--- config.mk ---
export PLATFORM = sky130hd
export DESIGN_NAME = regfile_wb_arbiter
export DESIGN_NICKNAME = d
export VERILOG_FILES = /design/src/rtl/rf_pkg.sv /design/src/rtl/rr_arbiter.sv /design/src/rtl/regfile_wb_arbiter.sv
export SDC_FILE = /design/constraint.sdc
export NUM_CORES = 1
export LEC_CHECK = 0
export CAP_MARGIN = 30
export CORE_MARGIN = 4
export CORE_UTILIZATION = 42
export DETAILED_ROUTE_END_ITERATION = 8
export PLACE_DENSITY_LB_ADDON = 0.12
export RECOVER_POWER = 100
export SYNTH_ARGS = -nofsm -noshare
export SYNTH_HDL_FRONTEND = slang
export SYNTH_SLANG_ARGS = --single-unit
--- constraint.sdc ---
create_clock -name clk -period 4.7 [get_ports clk]
set_clock_uncertainty 0.05 [all_clocks]
set_input_delay 0.94 -clock clk [delete_from_list [all_inputs] [get_ports clk]]
set_output_delay 0.94 -clock clk [all_outputs]
set_load 0.005 [all_outputs]
--- src/rtl/rf_pkg.sv ---
// rtl/rf_pkg.sv - shared register-file widths, zero-register constant and write-back request type
//
// Purpose : constants and types shared by the write-back arbiter and its requesters.
// Contents: REG_AW / REG_DW default widths, ZERO_REG (hard-wired zero register),
//           wb_req_t requester-side bundle, next_ptr round-robin helper.
package rf_pkg;

  localparam int REG_AW = 5;
  localparam int REG_DW = 32;

  localparam logic [REG_AW-1:0] ZERO_REG = '0;

  typedef struct packed {
    logic              valid;
    logic [REG_AW-1:0] addr;
    logic [REG_DW-1:0] data;
  } wb_req_t;

  // Round-robin successor of a granted index, wrapping at n.
  function automatic int next_ptr(input int g, input int n);
    return (g + 1 >= n) ? 0 : g + 1;
  endfunction

endpackage

--- src/rtl/rr_arbiter.sv ---
// rtl/rr_arbiter.sv - combinational round-robin arbiter with one-hot and encoded grant
//
// Purpose : grant the first asserted request found searching from ptr_i upward, modulo N.
// Ports   : req_i       in  N   request vector
//           ptr_i       in  PW  search start index (must be < N)
//           gnt_o       out N   one-hot grant (all zero when no request)
//           gnt_id_o    out PW  encoded grant index (0 when no request)
//           gnt_valid_o out 1   some request was granted
module rr_arbiter #(
  parameter  int N  = 3,
  localparam int PW = (N > 1) ? $clog2(N) : 1
) (
  input  logic [N-1:0]  req_i,
  input  logic [PW-1:0] ptr_i,
  output logic [N-1:0]  gnt_o,
  output logic [PW-1:0] gnt_id_o,
  output logic          gnt_valid_o
);

  always_comb begin
    int   idx;
    logic found;
    gnt_o    = '0;
    gnt_id_o = '0;
    found    = 1'b0;
    idx      = 0;
    for (int k = 0; k < N; k++) begin
      idx = (int'(ptr_i) + k) % N;
      if (!found && req_i[idx]) begin
        gnt_o[idx] = 1'b1;
        gnt_id_o   = PW'(idx);
        found      = 1'b1;
      end
    end
    gnt_valid_o = found;
  end

endmodule

--- src/rtl/regfile_wb_arbiter.sv ---
// rtl/regfile_wb_arbiter.sv - round-robin sharing of the register-file write port
//
// Purpose : arbitrate NREQ valid/ready write-back requesters onto one registered
//           register-file write port (we3/wa3/wd3) with a forwarding view.
// Ports   : clk        in  1        rising-edge clock
//           reset      in  1        synchronous active-high reset
//           req_valid  in  NREQ     requester i presents a write
//           req_addr   in  NREQ*AW  packed addresses, requester i at [i*AW +: AW]
//           req_data   in  NREQ*DW  packed data, requester i at [i*DW +: DW]
//           req_ready  out NREQ     requester i accepted this cycle (combinational)
//           we3/wa3/wd3 out         registered register-file write port
//           fwd_valid  out 1        staged write visible for bypass (equals we3)
//           conflict   out 1        previous cycle had >=2 eligible requests to one address
module regfile_wb_arbiter
  import rf_pkg::*;
#(
  parameter int NREQ = 3,
  parameter int AW   = REG_AW,
  parameter int DW   = REG_DW
) (
  input  logic             clk,
  input  logic             reset,
  input  logic [NREQ-1:0]  req_valid,
  input  logic [NREQ*AW-1:0] req_addr,
  input  logic [NREQ*DW-1:0] req_data,
  output logic [NREQ-1:0]  req_ready,
  output logic             we3,
  output logic [AW-1:0]    wa3,
  output logic [DW-1:0]    wd3,
  output logic             fwd_valid,
  output logic             conflict
);

  localparam int PW = $clog2(NREQ);

  logic [NREQ-1:0] elig;
  logic [NREQ-1:0] zero_req;
  logic [NREQ-1:0] gnt;
  logic [PW-1:0]   gnt_id;
  logic            gnt_valid;

  logic [PW-1:0]   rr_ptr_q, rr_ptr_d;
  logic            we3_q, we3_d;
  logic [AW-1:0]   wa3_q, wa3_d;
  logic [DW-1:0]   wd3_q, wd3_d;
  logic            conflict_q, conflict_d;

  // Address-0 writes are acknowledged and dropped: register 0 always reads as zero.
  always_comb begin
    elig     = '0;
    zero_req = '0;
    for (int i = 0; i < NREQ; i++) begin
      if (req_addr[i*AW +: AW] == AW'(ZERO_REG)) begin
        zero_req[i] = req_valid[i];
      end else begin
        elig[i] = req_valid[i];
      end
    end
  end

  // Pairwise compare of eligible addresses; flagged one cycle later.
  always_comb begin
    conflict_d = 1'b0;
    for (int i = 0; i < NREQ; i++) begin
      for (int j = i + 1; j < NREQ; j++) begin
        if (elig[i] && elig[j] && (req_addr[i*AW +: AW] == req_addr[j*AW +: AW])) begin
          conflict_d = 1'b1;
        end
      end
    end
  end

  rr_arbiter #(.N(NREQ)) u_rr_arbiter (
    .req_i       (elig),
    .ptr_i       (rr_ptr_q),
    .gnt_o       (gnt),
    .gnt_id_o    (gnt_id),
    .gnt_valid_o (gnt_valid)
  );

  always_comb begin
    req_ready = reset ? '0 : (gnt | zero_req);
    rr_ptr_d  = rr_ptr_q;
    we3_d     = gnt_valid;
    wa3_d     = wa3_q;
    wd3_d     = wd3_q;
    if (gnt_valid) begin
      rr_ptr_d = PW'(next_ptr(int'(gnt_id), NREQ));
      wa3_d    = req_addr[int'(gnt_id)*AW +: AW];
      wd3_d    = req_data[int'(gnt_id)*DW +: DW];
    end
  end

  // Reset discards any staged write so the register file never sees it.
  always_ff @(posedge clk) begin
    if (reset) begin
      rr_ptr_q   <= '0;
      we3_q      <= 1'b0;
      wa3_q      <= '0;
      wd3_q      <= '0;
      conflict_q <= 1'b0;
    end else begin
      rr_ptr_q   <= rr_ptr_d;
      we3_q      <= we3_d;
      wa3_q      <= wa3_d;
      wd3_q      <= wd3_d;
      conflict_q <= conflict_d;
    end
  end

  assign we3       = we3_q;
  assign wa3       = wa3_q;
  assign wd3       = wd3_q;
  assign fwd_valid = we3_q;
  assign conflict  = conflict_q;

endmodule

Word level (Yosys, flattened, before mapping)
Index checks and enable logic that the tools add are counted.
{"block": "totals", "ff_bits": 41, "input_bits": 116, "out_inout_bits": 43, "word_cells": 78}
{"block": "op_classes", "n_addsub": 3, "mul": 1, "n_div": 3, "magnitude_cmp": 7, "eq_ne": 3, "shifts": 2, "mux": 35, "bitwise_logic": 3, "n_reduce_logical": 16}
{"operator": "$ge 32x1->1 const B", "n": 3}
{"operator": "$lt 32x4->1 const B", "n": 3}
{"operator": "$shiftx 96x8->32", "n": 1}
{"operator": "$mod 32x3->32 const B", "n": 2}
{"operator": "$mod 3x3->32 const B", "n": 1}
{"operator": "$mux 1", "n": 21}
{"operator": "$eq 5x5->1", "n": 3}
{"operator": "$logic_not 5->1", "n": 3}
{"operator": "$shiftx 15x6->5", "n": 1}
{"operator": "$mux 3", "n": 4}
{"operator": "$logic_and 1x1->1", "n": 11}
{"operator": "$or 3x3->3", "n": 3}
{"operator": "$mux 2", "n": 4}
{"operator": "$add 2x1->3 const B", "n": 2}
{"operator": "$bmux 1 s2", "n": 3}
{"operator": "$demux 1 s2", "n": 3}
{"operator": "$mul 2x3->5 const B", "n": 1}
{"operator": "$add 2x2->3 const B", "n": 1}
{"operator": "$ge 3x2->1 const B", "n": 1}
{"operator": "$logic_not 1->1", "n": 2}

Depth between registers and ports, before layout
{"block": "depth", "word_depth": 15, "mapped_depth": 11}

Cells and area by module
From an unflattened synthesis, not the netlist that was laid out.
{"block": "hier_totals", "cells_unflattened": 342, "hier_area_um2": 2795.2}
{"module": "regfile_wb_arbiter", "n_inst": 1, "cells_per_inst": 290, "area_per_inst_um2": 2413.6, "seq_area_each_um2": 820.8}
{"module": "rr_arbiter", "n_inst": 1, "cells_per_inst": 52, "area_per_inst_um2": 381.6, "seq_area_each_um2": 0.0}

Worst setup path after synthesis
OpenSTA, ideal clock, no wires.
{"block": "synth_timing", "path_kind": "input to output", "from": "input port req_addr[9]", "to": "output port req_ready[0]", "arrival_time_ps": 2519, "slack_ps": 1191, "stages": 6, "path_buffers": 0, "cell_sequence": "or4_4 o21ai_2 nand2_1 nor4_1 o31ai_1 a31oi_1"}
{"block": "synth_between", "elab_chain_len": 14, "word_cells_on_any_way": 24, "cone_classes": "mux (16); bitwise (3); reduce/logical (5)"}
{"item": "from (decl)", "line_no": "regfile_wb_arbiter.sv:24", "rtl": "input logic [NREQ*AW-1:0] req_addr,"}
{"item": "$logic_not 5->1 (*)", "line_no": "regfile_wb_arbiter.sv:53", "rtl": "if (req_addr[i*AW +: AW] == AW'(ZERO_REG)) begin"}
{"item": "$mux 1 (*)", "line_no": "regfile_wb_arbiter.sv:53"}
{"item": "$bmux 1 s2", "line_no": "rr_arbiter.sv:29", "rtl": "if (!found && req_i[idx]) begin"}
{"item": "$mux 1 (implied by the code) (2 in series)", "line_no": "rr_arbiter.sv:29"}
{"item": "$mux 1", "line_no": "rr_arbiter.sv:29"}
{"item": "$logic_not 1->1", "line_no": "rr_arbiter.sv:29"}
{"item": "$logic_and 1x1->1", "line_no": "rr_arbiter.sv:29"}
{"item": "$mux 1", "line_no": "rr_arbiter.sv:29"}
{"item": "$logic_not 1->1", "line_no": "rr_arbiter.sv:29"}
{"item": "$logic_and 1x1->1", "line_no": "rr_arbiter.sv:29"}
{"item": "$mux 3 (*)", "line_no": "rr_arbiter.sv:29"}
{"item": "$or 3x3->3 (*)", "line_no": "regfile_wb_arbiter.sv:82", "rtl": "req_ready = reset ? '0 : (gnt | zero_req);"}
{"item": "$mux 3 (*)", "line_no": "regfile_wb_arbiter.sv:82"}
{"item": "to (decl)", "line_no": "regfile_wb_arbiter.sv:26", "rtl": "output logic [NREQ-1:0] req_ready,"}
Every way passes the cells marked *; elsewhere a longest branch is shown, timed or not. The select of a mux whose other input is x is not followed.

Worst setup path after layout
{"block": "layout_timing", "from": "input port req_addr[11]", "to": "output port req_ready[0]"}
Same word-level chain as after synthesis.

==> results.sh <==
export IMPL_ctsHoldBuffers=0
export IMPL_syn_num_nets=450
export IMPL_drt_iter0_drc=157
export IMPL_crit_arrival_ns=3.55
export IMPL_synth_seq_cells=41
export IMPL_rsz0062_at_grt="no"
export IMPL_postSynth_asyncResetShare=0
export IMPL_first_pass_iters=5
export IMPL_slew_headroom=0.0401
export IMPL_nFillCells=545
export IMPL_port_buffers=158
export IMPL_finalHoldViolCount=0
export IMPL_dpl_hpwl_um=7620
export IMPL_timing_final_crit_share=0.966
export IMPL_path_max_fanout=6
export IMPL_final_nets=608
export IMPL_crit_required_ns=3.71
export IMPL_cap_violations=0
export IMPL_peakVddDrop_v=0.000227
export IMPL_crit_family="buffers and inverters"
export IMPL_multi_input_area_um2=1860
export IMPL_period_needed_ns=4.54
export IMPL_drc=0
export IMPL_grt_pass1_wl_um=15800
export IMPL_syn_mean_instance_area_um2=8.68
export IMPL_synth_distinct_cells=56
export IMPL_critPathBufInv=2
export IMPL_clk_pin_slew_ns=0.08
export IMPL_clock_latency_ns=0.29
export IMPL_end_kind="output pin"
export IMPL_num_vias=3153
export IMPL_synth_cells=330
export IMPL_ys_seq_area_frac=0.286
export IMPL_cts_tree="yes"
export IMPL_core_um2=6490
export IMPL_die_area_um2=8210
export IMPL_crit_top_cell="clkdlybuf4s50_1"
export IMPL_drtAntennaViolNets=0
export IMPL_drt_wl_total_um=9760
export IMPL_grt_pass1_vias=3175
export IMPL_overflow=0
export IMPL_clockRootBuffer="clkbuf_8"
export IMPL_synth_edf_count=0
export IMPL_synth_top_area_cell="dfxtp_1"
export IMPL_synthesis_area_um2=2870
export IMPL_cts_buffer_depth=2
export IMPL_slowest_delay_ns=0.60
export IMPL_gp_congestion=0.871
export IMPL_crit_path_top_delay_cell="or4_1"
export IMPL_area_growth_pct=61.6
export IMPL_antenna_found_initial=0
export IMPL_setup_tns_final_ns=0
export IMPL_seq_area_um2=821
export IMPL_initial_core_util=0.441
export IMPL_diodes=0
export IMPL_crit_chain="clkdlybuf4s50_1, or4_1, o21ai_1, nand2_1, nor4_1, o31ai_1, a31oi_1, clkdlybuf4s50_1"
export IMPL_layout_drive_gt1_share=0.0859
export IMPL_wl_per_cell_um=17.2
export IMPL_io_pins=159
export IMPL_gr_usage_all_layers=0.234
export IMPL_crit_path_start_kind="input pin"
export IMPL_fp_dieH_um=90.6
export IMPL_synth_area_leaders="dfxtp_1 29%, o221ai_1 11%, mux2i_1 11%"
export IMPL_die_x_um=90.6
export IMPL_finalNonFillerCells=566
export IMPL_critPathKind="in -> out"
export IMPL_cts_sinks=41
export IMPL_synthFlopType="dfxtp_1"
export IMPL_rows=29
export IMPL_grt_start_max_net_pins=44
export IMPL_synth_top_area_frac=0.286
export IMPL_dp_cells=558
export IMPL_finalSetupViolCount=0
export IMPL_fmax_mhz=220
export IMPL_cts_inserted_buffers=5
export IMPL_status="finished clean"
export IMPL_cts_setup_buffers=0
export IMPL_power_density_nw_per_um2=422
export IMPL_power_leakage_nw=1.76
export IMPL_viasPerCell=5.57
export IMPL_drv_slew=0
export IMPL_worst_pin_slew_ns=1.43
export IMPL_hp_class="reg -> reg"
export IMPL_yosys_top_cells_count="41 x dfxtp_1, 41 x nand2_1, 38 x nand2b_1"
export IMPL_ys_warn_count=0
export IMPL_cts_resized_gates=0
export IMPL_h_tree_depth=2
==> metal layers <==
layer / up-vias / track usage / routed length, µm
li1: 1551 / - / -
met1: 1449 / 0.271 / 3830
met5: - / 0 / 0
met3: 12 / 0.0900 / 952
met4: 0 / 0.0689 / 159
met2: 141 / 0.400 / 4820
==> per-stage QoR <==
stage               instance area, µm²  power (mW)  hold slack (ns)  setup WS [ns]   util
floorplan                         2870        1.21            0.464           1.19      -
global placement                  4540        1.77            0.461          0.249  0.699
detailed placement                4540        1.79            0.468          0.191  0.699
CTS                               4640        2.04            0.482          0.151  0.714
global route                      4630        2.09            0.502         0.0146  0.713
finish                            4630        1.95            0.475          0.159  0.713
==> cells by family (layout without fill, tap and decap cells) <==
kind of cell,count (synthesis),after routing,share of synthesized area
AND/OR/NAND/NOR,123,123,0.231
AO/OA/AOI/OAI,81,81,0.238
flip-flops,41,41,0.286
buffers and inverters,34,193,0.0686
multiplexers,32,32,0.112
XOR/XNOR,15,15,0.0459
adder cells (fa/ha/maj),4,4,0.0175
==> worst reg2reg max path, stage by stage (launching register included) <==
cell and delay (ns):
dfxtp_1 0.36, inv_1 0.09, ha_1 0.47, inv_1 0.22
o211ai_1 0.13, o2111a_1 0.16, a211oi_1 1.14, nand2_4 0.54
o221ai_1 0.36
==> cell type report <==
class                           count  share of cell area
Tap cell                           77              0.0208
Clock inverter                      2             0.00297
Sequential cell                    41               0.177
Clock buffer                        6              0.0178
Timing Repair Buffer              177               0.373
Multi-Input combinational cell    255               0.401
Inverter                            8             0.00648
==> sequential cells by signal, summed over array words and instances, names as in the netlist <==
name	count
wa3	5
wd3	32
conflict	1
rr_ptr_q	2
fwd_valid	1
==> power by group <==
part           internal (mW)  switching (mW)  total (mW)
combinational          0.580           0.554        1.13
sequential             0.504          0.0697       0.574
clock                  0.119           0.126       0.245
==> path summary, 6_finish.rpt <==
kind	startpoint	endpoint	slack, ns	cells after the start
max	req_addr[11]	req_ready[0]	0.16	8
min reg2reg	wa3[3]	wa3[3]	0.48	2
min	wa3[3]	wa3[3]	0.48	2
max reg2reg	rr_ptr_q[0]	wd3[21]	1.08	8
==> layout by cell type (no fill, tap or decap), drive strengths merged, types with 2 or more instances in the layout <==
cell,Yosys,routed
clkdlybuf4s50,0,118
nand2,42,42
dfxtp,41,41
dlygate4sd3,0,40
nand2b,38,38
o221ai,37,37
mux2i,32,32
buf,14,17
nor2,10,10
inv,8,8
xor2,8,8
clkbuf,11,8
xnor2,7,7
nor4,7,7
nor3,6,6
a21oi,6,6
a211oi,6,6
a221oi,5,5
and3,4,4
ha,4,4
o21ai,4,4
o31ai,3,3
nand3,3,3
o31a,2,2
a21o,2,2
a31oi,2,2
o22ai,2,2
nand4,2,2
or4,2,2
or2,2,2
nor2b,2,2
clkinv,0,2
Power figures use the tool's default switching activity.
